File: src/rtl/ppu_cmd_queue.sv
// First-word-fall-through command queue between the processor push port and the PPU.
// The head entry is held in its own register, so cmd_data, cmd_valid and the occupancy flags all come straight from flops.
module ppu_cmd_queue #(
    parameter int DEPTH     = 8,
    parameter int AFULL_LVL = 6
) (
    input  logic                     clk,
    input  logic                     rst_n,
    input  logic                     ppu_send,
    input  logic [31:0]              interface_data,
    output logic [31:0]              cmd_data,
    output logic                     cmd_valid,
    input  logic                     cmd_ready,
    output logic [$clog2(DEPTH):0]   count,
    output logic                     full,
    output logic                     almost_full,
    output logic                     overflow,
    input  logic                     clr_overflow
);

    localparam int PTR_W = $clog2(DEPTH);
    localparam int CNT_W = PTR_W + 1;

    logic [31:0]      mem_r [DEPTH];
    logic [PTR_W-1:0] wr_ptr_r;
    logic [PTR_W-1:0] rd_ptr_r;
    logic [CNT_W-1:0] count_r;
    logic [31:0]      head_r;
    logic             valid_r;
    logic             full_r;
    logic             afull_r;
    logic             overflow_r;

    logic             push_s;
    logic             pop_s;
    logic [PTR_W-1:0] rd_ptr_inc_s;
    logic [PTR_W-1:0] wr_ptr_next_s;
    logic [PTR_W-1:0] rd_ptr_next_s;
    logic [CNT_W-1:0] count_next_s;
    logic [31:0]      head_next_s;
    logic             overflow_next_s;

    // Handshake decode, pointer/count update and next head selection.
    always_comb begin
        pop_s           = valid_r & cmd_ready;
        push_s          = ppu_send & (~full_r | pop_s);
        rd_ptr_inc_s    = rd_ptr_r + PTR_W'(1);
        wr_ptr_next_s   = wr_ptr_r;
        rd_ptr_next_s   = rd_ptr_r;
        count_next_s    = count_r;
        head_next_s     = head_r;
        overflow_next_s = overflow_r;

        if (push_s) begin
            wr_ptr_next_s = wr_ptr_r + PTR_W'(1);
        end else begin
            wr_ptr_next_s = wr_ptr_r;
        end

        if (pop_s) begin
            rd_ptr_next_s = rd_ptr_inc_s;
        end else begin
            rd_ptr_next_s = rd_ptr_r;
        end

        case ({push_s, pop_s})
            2'b10:   count_next_s = count_r + CNT_W'(1);
            2'b01:   count_next_s = count_r - CNT_W'(1);
            default: count_next_s = count_r;
        endcase

        // The entry behind the head is already in storage when two or more are queued;
        // with a single entry the only possible successor is the word arriving now.
        if (pop_s) begin
            if (count_r >= CNT_W'(2)) begin
                head_next_s = mem_r[rd_ptr_inc_s];
            end else if (push_s) begin
                head_next_s = interface_data;
            end else begin
                head_next_s = 32'h0000_0000;
            end
        end else if (push_s && !valid_r) begin
            head_next_s = interface_data;
        end else begin
            head_next_s = head_r;
        end

        if (ppu_send && full_r && !pop_s) begin
            overflow_next_s = 1'b1;
        end else if (clr_overflow) begin
            overflow_next_s = 1'b0;
        end else begin
            overflow_next_s = overflow_r;
        end
    end

    // Control and head-of-queue registers.
    always_ff @(posedge clk or negedge rst_n) begin
        if (!rst_n) begin
            wr_ptr_r   <= '0;
            rd_ptr_r   <= '0;
            count_r    <= '0;
            head_r     <= 32'h0000_0000;
            valid_r    <= 1'b0;
            full_r     <= 1'b0;
            afull_r    <= 1'b0;
            overflow_r <= 1'b0;
        end else begin
            wr_ptr_r   <= wr_ptr_next_s;
            rd_ptr_r   <= rd_ptr_next_s;
            count_r    <= count_next_s;
            head_r     <= head_next_s;
            valid_r    <= (count_next_s != CNT_W'(0));
            full_r     <= (count_next_s == CNT_W'(DEPTH));
            afull_r    <= (count_next_s >= CNT_W'(AFULL_LVL));
            overflow_r <= overflow_next_s;
        end
    end

    // Storage array; contents are meaningless until written, so no reset.
    always_ff @(posedge clk) begin
        if (push_s) begin
            mem_r[wr_ptr_r] <= interface_data;
        end
    end

    assign cmd_data    = head_r;
    assign cmd_valid   = valid_r;
    assign count       = count_r;
    assign full        = full_r;
    assign almost_full = afull_r;
    assign overflow    = overflow_r;

endmodule
File: config.mk
export PLATFORM = sky130hd
export DESIGN_NAME = ppu_cmd_queue
export DESIGN_NICKNAME = d
export VERILOG_FILES = /design/src/rtl/ppu_cmd_queue.sv
export SDC_FILE = /design/constraint.sdc
export NUM_CORES = 1
export LEC_CHECK = 0
export ABC_AREA = 0
export CAP_MARGIN = 20
export CORE_MARGIN = 8
export CORE_UTILIZATION = 59
export DETAILED_ROUTE_END_ITERATION = 8
export PLACE_DENSITY = 0.84
export SYNTH_ARGS = -nofsm -noshare
export SYNTH_HDL_FRONTEND = slang
export SYNTH_SLANG_ARGS = --single-unit
export TNS_END_PERCENT = 20
File: constraint.sdc
create_clock -name clk -period 5 [get_ports clk]
set_input_delay 0.75 -clock clk [delete_from_list [all_inputs] [get_ports clk]]
set_output_delay 0.75 -clock clk [all_outputs]
set_load 0.02 [all_outputs]
==> Word level (Yosys, flattened, before mapping) <==
Memory sizes are Yosys's and may differ from the RTL's.
Index checks and enable logic that the tools add are counted.
{ "classes": {"add_sub_neg": 4, "magnitude_cmp": 2, "div_mod_pow": 0, "n_bitwise": 4, "multipliers": 0, "n_eq_ne": 3, "shift": 0, "n_reduce_logical": 8, "mux": 9} }
{ "op_table": {"columns": ["cell", "n"], "rows": [
  ["2-to-1 mux 32 bit", 4],
  ["one-hot mux 4 bit (2 select lines)", 1],
  ["adder 3 x 1 -> 3 bit, second input constant", 2],
  ["adder 4 x 1 -> 4 bit, second input constant", 1],
  ["== test 4 bit, second input constant", 1],
  ["greater-or-equal comparator 4 x 2 -> 1 bit, second input constant", 1],
  ["greater-or-equal comparator 4 x 3 -> 1 bit, second input constant", 1],
  ["2-to-1 mux 1 bit", 4],
  ["nonzero test 2 bit", 2],
  ["nonzero test 4 bit", 1],
  ["subtractor 4 x 1 -> 4 bit, second input constant", 1],
  ["logical AND 1 bit", 3],
  ["AND 1 bit", 2],
  ["== test 2 x 1 -> 1 bit, second input constant", 1],
  ["== test 2 bit, second input constant", 1],
  ["logical NOT 1 bit", 2],
  ["inverter 1 bit", 1],
  ["OR 1 bit", 1]
]} }
{ "totals": {"latch_bits": 0, "elab_cells": 39, "output_inout_bits": 40, "ram_bits": 256, "in_bits": 37, "rom_bits": 0, "regBits": 46, "n_memories": 1} }
{ "mem_list": {"columns": ["name", "depth", "width", "rd", "rd_ports_with_merged_regs", "write_ports", "line", "rtl"], "rows": [
  ["mem_r", 8, 32, 1, 0, 1, "24", "logic [31:0] mem_r [DEPTH];"]
]} }

==> Longest topological paths before layout <==
Gate-level depths: netlist of run 1.
{ "logic_depth": {"depth_word": 6, "ltp_mapped": 10, "mapped_depth_nobuf": 10} }

==> Least setup slack after synthesis of run 1 <==
Ideal clock, no wire load.
{ "synth_timing": {"path_kind": "in2reg", "from": "input cmd_ready", "to": "memory mem_r[0][0] (enable)", "t_required_ps": 4499, "path_slack_ps": 46, "t_arrival_ps": 4453, "path_buffers": 0, "setup_ps": 501, "path_stages": 4, "cell_sequence": "nand2_1 a21boi_1 inv_1 nor4_1"} }
{ "synth_between": {"elab_chain_cells": 5} }
{ "synth_lines": {"columns": ["element", "line", "rtl"], "rows": [
  ["start: declaration", "13", "input logic cmd_ready,"],
  ["AND 1 bit", "45", "pop_s = valid_r & cmd_ready;"],
  ["OR 1 bit", "46", "push_s = ppu_send & (~full_r | pop_s);"],
  ["AND 1 bit", "46", null],
  ["2-to-1 mux 1 bit", "122", "if (push_s) begin"],
  ["2-to-1 mux 1 bit (not written as such)", "123", "mem_r[wr_ptr_r] <= interface_data;"],
  ["end: declaration", "24", null]
]} }
No other way between the ends.

==> Worst setup path in the final report of run 1 <==
{ "layout_timing": {"from": "input cmd_ready", "to": "register full_r (netlist: full)"} }
{ "layout_between": {"elab_chain_cells": 6, "elab_cells_between_ends": 7, "classes_between": "3 x eq/ne; 1 x mux; 3 x bitwise"} }
{ "layout_lines": {"columns": ["element", "line", "rtl"], "rows": [
  ["AND 1 bit *", "45", null],
  ["OR 1 bit", "46", null],
  ["AND 1 bit", "46", null],
  ["== test 2 x 1 -> 1 bit or == test 2 bit (tied branches)", "66", "case ({push_s, pop_s})"],
  ["one-hot mux 4 bit (2 select lines) *", "66", null],
  ["via count_next_s[1]", "39", "logic [CNT_W-1:0] count_next_s;"],
  ["== test 4 bit *", "114", "full_r <= (count_next_s == CNT_W'(DEPTH));"],
  ["end signal: assignment", "114", null],
  ["end: declaration", "30", "logic full_r;"]
]} }
Mark *: on every way through the listed nets, which the timed path passes. The rest lies on a longest branch.
A chain may end at the register's enable or synchronous reset.

==> metrics.cfg, run 1 <==
[outcome]
status = finished, final reports clean

[cts]
clkSlewWorstSetupHoldPaths_ns = 0.06
h-tree-depth = 1
cts.sinks = 302
cts_tree = yes
postCtsSetupBuffers = 0
cts_resized = 0
cts-root-buf = clkbuf_16
cts_buffers = 29
clk_latency_ns = 0.54
cts_buffer_depth = 3
hold_buffers = 0

[placed_design]
post-place-ws_ns = 0.943
placed_cell_area_um2 = 13200
gp_congestion = 0.748
port_buffers = 76
dp_hpwl_um = 14800

[detailed_routing]
first_pass_iters = 5
drc = 0
route.met2.wl_um = 13700
met1_length_um = 10200
routed_wl_um = 26400
wl_per_cell_um = 24.5
top_layer_used = met5
antenna_left = 0
vias = 6815
drt_iter0_drc = 738
avgViaCountPerCell = 6.32
routed-wl-met3_um = 1920

[timing]
tightest_slew_ns = 0.918
fin_crit_sh = 0.746
finalWorstSetupSlack_ns = 1.27
relSlewSlack = 0.388
hold_viol = 0
fin_crit_ns = 3.73
finalSetupViolCount = 0
drv_slew = 0
rsz0062_at_grt = no
fmax_mhz = 268
fin_skew_ns = 0.0116
tns_ns = 0

[cells_and_area]
synthToLayoutAreaGrowth_pct = 17.1
nets = 828
n_fill_cell = 1215
fin_util = 0.703
drive_above_1_share = 0.108
insertedDiodeCount = 0
fin_area_um2 = 14200

[global_route]
grt.overflow.total = 0
grt_pass1_wl_um = 40300
antenna_found_initial = 1
grt_pass1_vias = 7033
grtUsageTotal = 0.203
grt_start_max_net_pins = 65

[floorplan]
rows = 52
die_x_um = 159
die-area_um2 = 25400
die_h_um = 159
start_util = 0.601
num_io_pins = 77
core_um2 = 20200

[synth]
ys_ff_latch = 302
synth_cells = 702
yosysWarnings = 0
synth.cell_area_um2 = 12100
synth_top_flop_cell = edfxtp_1
synth.avg_cell_area_um2 = 17.3
synth.net_count = 744
synth_edf_count = 256
ys_async_sr_fraction = 0.152
yosysSeqAreaShare = 0.730
ys_types = 43

[power]
total_power_mw = 9.18
leakage_nw = 4.94
powerDensity_nw_per_um2 = 647
vdd_ir_drop_max_mv = 0.375

[worst_setup_path]
crit_type = input port to flop
crit_required_ns = 5.47
start_kind = input port
end_kind = flop
slowest_delay_ns = 0.52
cp_max_fo = 7
crit_path_frequent_cell = ha_1
arrival_ns = 4.20
reg2reg_depth = 10
cp_cell_sequence = clkdlybuf4s50_1, nand2_1, a21boi_1, inv_1, ha_1, xor2_1, ha_1, mux2_2, nor2_1, nor4bb_1, o2bb2a_1
critPathSlowestCell = clkdlybuf4s50_1

[flow_run]
cap_violations = 0

[hold_path]
hold_class = input port to asynchronous set/reset pin

[cell families (layout without fill, tap and decap cells)]
kind of cell,count (synthesis),in the layout,synth area share
compound gates,142,142,0.0719
simple gates,95,95,0.0368
xor+xnor,10,10,0.00878
buf+inv,49,156,0.0237
flops,302,302,0.730
mux,99,99,0.124
fa+ha+maj,5,5,0.00516
[layout make-up]
| class | instances | area (um2) | share of cell area |
|---|---|---|---|
| clock buffers | 44 | 832 | 0.0586 |
| clock inverters | 10 | 81.3 | 0.00573 |
| inverters | 4 | 15.0 | 0.00106 |
| multi-input cells | 351 | 3080 | 0.217 |
| flip-flops and latches | 302 | 8840 | 0.623 |
| well taps | 270 | 338 | 0.0238 |
| repair buffers | 98 | 1000 | 0.0707 |
[path summary, 6_finish.rpt]
kind                                 to          from  slack [ns]
max in group asynchronous  cmd_data[18]         rst_n        4.21
min                         cmd_data[1]         rst_n        0.33
min reg2reg                cmd_data[29]  cmd_data[29]        0.53
max reg2reg                        full     cmd_valid        1.56
min in group clk           cmd_data[29]  cmd_data[29]        0.53
max                                full     cmd_ready        1.27
[through the flow]
stage | instances | hold slack, ns
6_report | 1079 | 0.326
2_1_floorplan | 702 | 0.454
3_3_place_gp | 1021 | 0.510
4_1_cts | 1075 | 0.343
3_5_place_dp | 1021 | 0.518
5_1_grt | 1079 | 0.370
[layout by cell type, fill, tap and decap left out, types with 5 or more instances in the layout]
cell	synthesis	layout
o21ai_0	34	34
clkbuf_1	12	10
edfxtp_1	256	256
a31oi_1	32	32
mux4_1	29	29
dfrtp_1	46	46
a21oi_1	32	32
buf_4	4	16
nand3_1	34	34
clkbuf_8	0	5
mux2i_1	64	64
o211ai_1	32	32
clkdlybuf4s50_1	0	75
nand2_1	7	7
nor2_1	37	34
buf_12	0	5
clkbuf_16	0	29
[worst max-delay path: cells and delay by family]
| kind | cells | cell delay, ns |
|---|---|---|
| muxes | 1 | 0.30 |
| buffers and inverters | 2 | 0.78 |
| adders and majority gates | 2 | 0.65 |
| and+or+nand+nor | 3 | 0.85 |
| AOI/OAI and AO/OA | 2 | 0.66 |
| xor gates and xnor gates | 1 | 0.20 |
[state kept, by name (all words and copies together), names as in the netlist]
register	flops
mem_r	256
cmd_data	32
count	4
rd_ptr_r	3
wr_ptr_r	3
almost_full	1
cmd_valid	1
full	1
overflow	1
[cell usage after synthesis, types with 2 or more instances]
cell,count,share of area
a21o_1,2,0.0012
a21oi_1,32,0.013
a31oi_1,32,0.017
buf_2,21,0.0087
buf_4,4,0.0025
buf_6,3,0.0028
buf_8,3,0.0037
clkbuf_1,12,0.0037
dfrtp_1,46,0.095
edfxtp_1,256,0.63
ha_1,5,0.0052
inv_1,4,0.0012
mux2_2,3,0.0028
mux2i_1,64,0.053
mux4_1,29,0.063
mux4_2,3,0.0056
nand2_1,7,0.0022
nand2b_1,4,0.0021
nand3_1,34,0.014
nor2_1,37,0.011
nor3_1,7,0.0029
o211ai_1,32,0.020
o21a_1,2,0.0012
o21ai_0,34,0.014
xnor2_1,5,0.0036
xor2_1,4,0.0029
[per-layer routing]
layer,vias up,track usage
met4,2,0.0690
met2,329,0.358
met5,-,0
met3,53,0.0352
li1,2989,-
met1,3442,0.250
[report_power, final]
| group | switching (mW) | internal (mW) | total (mW) |
|---|---|---|---|
| clock network | 0.884 | 1.20 | 2.08 |
| logic | 2.06 | 1.53 | 3.59 |
| registers | 0.261 | 3.25 | 3.51 |
| total | 3.20 | 5.98 | 9.18 |
Power figures use the tool's default switching activity.
==> run 2, diff against run 1 <==
==> constraint.sdc (replaced) <==
create_clock -name clk -period 3.5 [get_ports clk]
set_input_delay 0.525 -clock clk [delete_from_list [all_inputs] [get_ports clk]]
set_output_delay 0.525 -clock clk [all_outputs]
set_load 0.02 [all_outputs]
==> run 2 against run 1 <==
Against the previous run: largest power group unchanged; critical endpoint is now cmd_valid; cell count is 0.93% higher; wire length is 2.3% higher; first-iteration DRC count is 1.9% lower; sequential share of layout area is 0.79 points lower; critical path depth stayed put; clock power is 62% higher; die area stayed put; highest routed layer is now met4; core utilization is 0.90 points higher; critical path type unchanged.
==> metrics.cfg, run 2 (synthesized netlist as in run 1, its figures left out) <==
[placed_design]
dp_hpwl_um = 15100  ; +2.5%
gp_congestion = 0.768  ; +2.7%
placed_cell_area_um2 = 13300  ; +0.88%
port_buffers = 76  ; unchanged

[worst_setup_path]
crit_path_start = cmd_ready
crit_path_frequent_cell = ha_1
start_kind = input port
slowest_delay_ns = 0.55  ; +0.03 ns
cp_max_fo = 4  ; -3
end_kind = flop
crit_required_ns = 3.91  ; -1.56 ns
ff2ff_setup_slack_ns = 0.68  ; -0.88 ns
rr_startpoint = cmd_valid
crit_type = input port to flop
arrival_ns = 3.30  ; -0.90 ns
cp_cell_sequence = clkdlybuf4s50_1, nand2_1, a21boi_1, inv_1, ha_1, xor2_1, ha_1, mux2_2, nor2_1, nor4bb_1, o211ai_1
critPathSlowestCell = clkdlybuf4s50_1

[outcome]
status = finished, final reports clean

[global_route]
grt_pass1_wl_um = 41800  ; +3.5%
grt_start_max_net_pins = 70  ; +7.7%
grt_pass1_vias = 7360  ; +4.6%
grtUsageTotal = 0.211  ; +0.00772
antenna_found_initial = 0  ; -1
grt.overflow.total = 0  ; unchanged

[cells_and_area]
largest_reg_flops = 256  ; unchanged
top_register = mem_r
final_common_cell = edfxtp_1
insertedDiodeCount = 0  ; unchanged
fin_area_um2 = 14400  ; +1.3%
mostFrequentLayoutCells = edfxtp_1, clkdlybuf4s50_1, mux2i_1
synthToLayoutAreaGrowth_pct = 18.6
n_fill_cell = 1178  ; -3.0%
drive_above_1_share = 0.125  ; +0.0170
nets = 837  ; +1.1%

[floorplan]
die_h_um = 159  ; unchanged
start_util = 0.601  ; unchanged
num_io_pins = 77  ; unchanged
core_um2 = 20200  ; unchanged
die_x_um = 159  ; unchanged
die-area_um2 = 25400  ; unchanged
rows = 52  ; unchanged

[cts]
cts.sinks = 302  ; unchanged
clkSlewWorstSetupHoldPaths_ns = 0.06  ; about the same
cts_tree = yes
clk_latency_ns = 0.55  ; about the same
cts-root-buf = clkbuf_16
cts_resized = 0  ; unchanged
h-tree-depth = 1  ; unchanged
cts_buffers = 30  ; +3.4%
cts_buffer_depth = 3  ; unchanged

[timing]
tns_ns = 0  ; unchanged
drv_slew = 0  ; unchanged
rsz0062_at_grt = no
finalSetupViolCount = 0  ; unchanged
fmax_mhz = 346
fin_crit_sh = 0.826
hold_viol = 0  ; unchanged
relSlewSlack = 0.448  ; +0.0596
tightest_slew_ns = 0.829  ; -0.0895 ns
fin_crit_ns = 2.89
fin_skew_ns = 0.0103  ; -0.00129 ns

[detailed_routing]
drt_iter0_drc = 724  ; -1.9%
vias = 7019  ; +3.0%
drc = 0  ; unchanged
wl_per_cell_um = 24.8  ; +1.4%
first_pass_iters = 5  ; unchanged
avgViaCountPerCell = 6.45  ; +2.0%
routed_wl_um = 27000  ; +2.3%
antenna_left = 0  ; unchanged

[power]
vdd_ir_drop_max_mv = 0.736  ; +96%
leakage_nw = 5.04  ; +2.1%
powerDensity_nw_per_um2 = 949  ; +47%

[hold_path]
hold_class = input port to asynchronous set/reset pin

[flow_run]
cap_violations = 0  ; unchanged

==> run 2: metal layers <==
layer / global-route usage / vias to the layer above / share of wire
met4: 0.0789 / 0 / 0.033
met5: 0 / - / 0
li1: - / 3009 / -
met2: 0.360 / 317 / 0.50
met3: 0.0463 / 68 / 0.073
met1: 0.260 / 3625 / 0.39
==> run 2: critical path: cells and delay by family <==
family	cells	cell delay, ns
xor+xnor	1	0.18
compound gates	2	0.37
buf+inv	2	0.65
fa+ha+maj	2	0.59
mux	1	0.31
simple gates	3	0.68
==> run 2: power by group <==
group          total [mW]  switching, mW  internal [mW]
registers            5.02          0.374           4.65
clock network        3.36           1.31           2.05
logic                5.26           2.99           2.27
==> run 2: worst paths after layout <==
path	endpoint	cells after the start
max in group asynchronous	cmd_data[23]	3
min in group clk	cmd_data[29]	2
hold reg to reg	cmd_data[29]	2
hold / removal	cmd_data[2]	2
setup reg to reg	cmd_valid	10
setup / recovery	cmd_valid	11
==> run 2: timing repair <==
action	CTS	global route
hold buffers	1	0
endpoints found under the hold margin	19	0
setup buffers	0	0
==> run 2: stage by stage <==
step / hold slack [ns] / utilization / total power [mW] / worst slack [ns] / std cells
6_report: 0.510 / 0.712 / 13.6 / 0.608 / 1089
5_1_grt: 0.544 / 0.712 / 14.2 / 0.525 / 1089
4_1_cts: 0.513 / 0.712 / 13.7 / 0.658 / 1089
3_5_place_dp: 0.518 / 0.660 / 10.2 / 0.120 / 1032
3_3_place_gp: 0.506 / 0.660 / 10.0 / 0.363 / 1032
2_1_floorplan: 0.229 / - / 8.63 / -0.396 / 702
==> run 2: final cells by class <==
class / instances / area, um2 / share of cell area
repair buffers: 106 / 1030 / 0.0719
clock inverters: 18 / 224 / 0.0156
well taps: 270 / 338 / 0.0235
multi-input cells: 351 / 3090 / 0.215
clock buffers: 38 / 832 / 0.0579
inverters: 4 / 15.0 / 0.00104
flip-flops and latches: 302 / 8840 / 0.615
==> run 3, diff against run 2 <==
==> constraint.sdc (replaced) <==
create_clock -name clk -period 3 [get_ports clk]
set_input_delay 0.45 -clock clk [delete_from_list [all_inputs] [get_ports clk]]
set_output_delay 0.45 -clock clk [all_outputs]
set_load 0.02 [all_outputs]
==> run 3 against run 2 <==
Against the previous run: clock-buffer cell count is 6 higher; die area stayed put; sequential cell count stayed put; clock power is 2% higher; critical path depth is 1 lower; worst hold slack worse by 0.46 ns; clock skew is 0.0057 ns higher; critical path type is now flop to flop; cell area hardly changed; wire length hardly changed.
==> metrics.cfg, run 3 (synthesized netlist as in run 1, its figures left out) <==
[power]
combPwrFrac = 0.403  ; +0.017
leakage_nw = 5.06  ; +0.33%
p_int_mw = 10.1  ; +13%
vdd_ir_drop_max_mv = 0.890  ; +21%
powerDensity_nw_per_um2 = 1080  ; +14%
pwr-share-clk = 0.221  ; -0.025
switchingPower_mw = 5.42  ; +16%
seq_power_share = 0.376  ; +0.008
sw_frac_of_total = 0.348  ; +0.00564
total_power_mw = 15.6  ; +14%

[worst_setup_path]
path_buf_inv = 1  ; -1
start_kind = flop
crit_type = flop to flop
arrival_ns = 3.16  ; -0.14 ns
slowest_delay_ns = 0.45  ; -0.10 ns
cp_max_fo = 4  ; unchanged
worst_path_dominant_cell_family = simple AND/OR/NAND/NOR gates
critPathSlowestCell = dfrtp_1
crit_required_ns = 3.48  ; -0.43 ns
end_kind = flop
crit_path_frequent_cell = ha_1
cp_cell_sequence = nand2_1, a21boi_1, inv_1, ha_1, xor2_1, ha_1, mux2_2, nor2_1, nor4bb_1, o2bb2a_1

[cells_and_area]
synthToLayoutAreaGrowth_pct = 18.7  ; about the same
largest_reg_flops = 256  ; unchanged
n_fill_cell = 1215  ; +3.1%
mostFrequentLayoutCells = edfxtp_1, clkdlybuf4s50_1, mux2i_1
finalNonFillerCells = 1102  ; +1.2%
final_common_cell = edfxtp_1
fin_area_um2 = 14400  ; about the same
insertedDiodeCount = 0  ; unchanged
top_register = mem_r
fin_util = 0.713  ; about the same
nets = 851  ; +1.7%
drive_above_1_share = 0.136  ; +0.0113

[global_route]
grt_pass1_wl_um = 41300  ; -1.1%
grt_start_max_net_pins = 65  ; -7.1%
grtUsageTotal = 0.208  ; -0.00259
antenna_found_initial = 0  ; unchanged
grt_pass1_vias = 7374  ; +0.19%
grt.overflow.total = 0  ; unchanged

[detailed_routing]
first_pass_iters = 5  ; unchanged
drt_iter0_drc = 649  ; -10%
drc = 0  ; unchanged
avgViaCountPerCell = 6.38  ; -1.1%
routed-wl-met3_um = 2120  ; +7.6%
routed_wl_um = 27000  ; about the same
route.met2.wl_um = 13900  ; +2.6%
antenna_left = 0  ; unchanged
met1_length_um = 10200  ; -4.0%
top_layer_used = met4
wl_per_cell_um = 24.5  ; -1.3%
vias = 7028  ; +0.13%

[outcome]
status = finished, final reports clean

[placed_design]
post-place-ws_ns = -0.0621  ; -0.182 ns
port_buffers = 76  ; unchanged
gp_congestion = 0.773  ; +0.56%
placed_cell_area_um2 = 13500  ; +1.1%
dp_hpwl_um = 16100  ; +6.5%
numPlacedInstances = 1048  ; +1.6%

[floorplan]
core_um2 = 20200  ; unchanged
die-area_um2 = 25400  ; unchanged
rows = 52  ; unchanged
start_util = 0.601  ; unchanged
num_io_pins = 77  ; unchanged
die_h_um = 159  ; unchanged
die_x_um = 159  ; unchanged

[timing]
rsz0062_at_grt = no
whs_ns = 0.0546  ; -0.455 ns
fmax_mhz = 372
tns_ns = 0  ; unchanged
fin_skew_ns = 0.0160  ; +0.00567 ns
hold_viol = 0  ; unchanged
fin_crit_sh = 0.895
finalSetupViolCount = 0  ; unchanged
drv_slew = 0  ; unchanged
finalWorstSetupSlack_ns = 0.314  ; -0.295 ns
tightest_slew_ns = 0.715  ; -0.114 ns
fin_crit_ns = 2.69
relSlewSlack = 0.523  ; +0.0758

[cts]
cts_buffers = 29  ; -3.3%
hold_buffers = 0  ; -1
h-tree-depth = 1  ; unchanged
cts-root-buf = clkbuf_16
clkSlewWorstSetupHoldPaths_ns = 0.06  ; about the same
cts.sinks = 302  ; unchanged
cts_buffer_depth = 3  ; unchanged
clk_latency_ns = 0.55  ; about the same
cts_resized = 0  ; unchanged
postCtsSetupBuffers = 0  ; unchanged
cts_tree = yes

[flow_run]
cap_violations = 0  ; unchanged

[hold_path]
hold_class = input port to asynchronous set/reset pin

==> run 3: cell count changes in the layout (fill, tap and decap cells not counted) <==
cell / change
clkinv_2: -2
clkbuf_8: +5
clkinvlp_4: -1
clkbuf_16: -2
clkbuf_1: +3
buf_4: +13
bufinv_16: -5
buf_12: +2
buf_8: +1
dlygate4sd3_1: -1
==> run 3: area by class of cell <==
type / instances / area (um2) / share of cell area
Multi-Input combinational cell: 351 / 3090 / 0.215
Inverter: 4 / 15.0 / 0.00104
Tap cell: 270 / 338 / 0.0235
Timing Repair Buffer: 121 / 1180 / 0.0818
Clock inverter: 10 / 56.3 / 0.00392
Sequential cell: 302 / 8840 / 0.615
Clock buffer: 44 / 862 / 0.0600
==> run 3: worst register-to-register path: stages (launching register included) <==
cell	delay, ns
dfrtp_1	0.45
nand2_1	0.13
a21boi_1	0.21
inv_1	0.08
ha_1	0.22
xor2_1	0.17
ha_1	0.31
mux2_2	0.31
nor2_1	0.12
nor4bb_1	0.40
o2bb2a_1	0.21
==> run 3: metal layers <==
layer | global-route usage | vias to the layer above
met5 | 0 | -
met4 | 0.0733 | 0
met3 | 0.0383 | 70
met2 | 0.365 | 351
met1 | 0.255 | 3572
li1 | - | 3035
==> run 3: path summary, 6_finish.rpt <==
check / start / end / slack, ns / cells after the start
worst max-delay path: cmd_valid / full / 0.31 / 10
worst min-delay path: rst_n / cmd_data[2] / 0.05 / 2
worst max register to register: cmd_valid / full / 0.31 / 10
worst min register to register: cmd_data[30] / cmd_data[30] / 0.51 / 2
max in group asynchronous: rst_n / cmd_data[23] / 2.47 / 2
min in group clk: cmd_data[30] / cmd_data[30] / 0.51 / 2
==> run 3: power groups by stage <==
stage / sequential (mW) / combinational (mW) / clock [mW]
floorplan: 6.10 / 3.96 / 0
global placement: 5.85 / 6.00 / 0
detailed placement: 5.93 / 6.23 / 0
CTS: 5.85 / 6.29 / 3.49
global route: 5.91 / 6.66 / 3.65
finish: 5.85 / 6.28 / 3.44
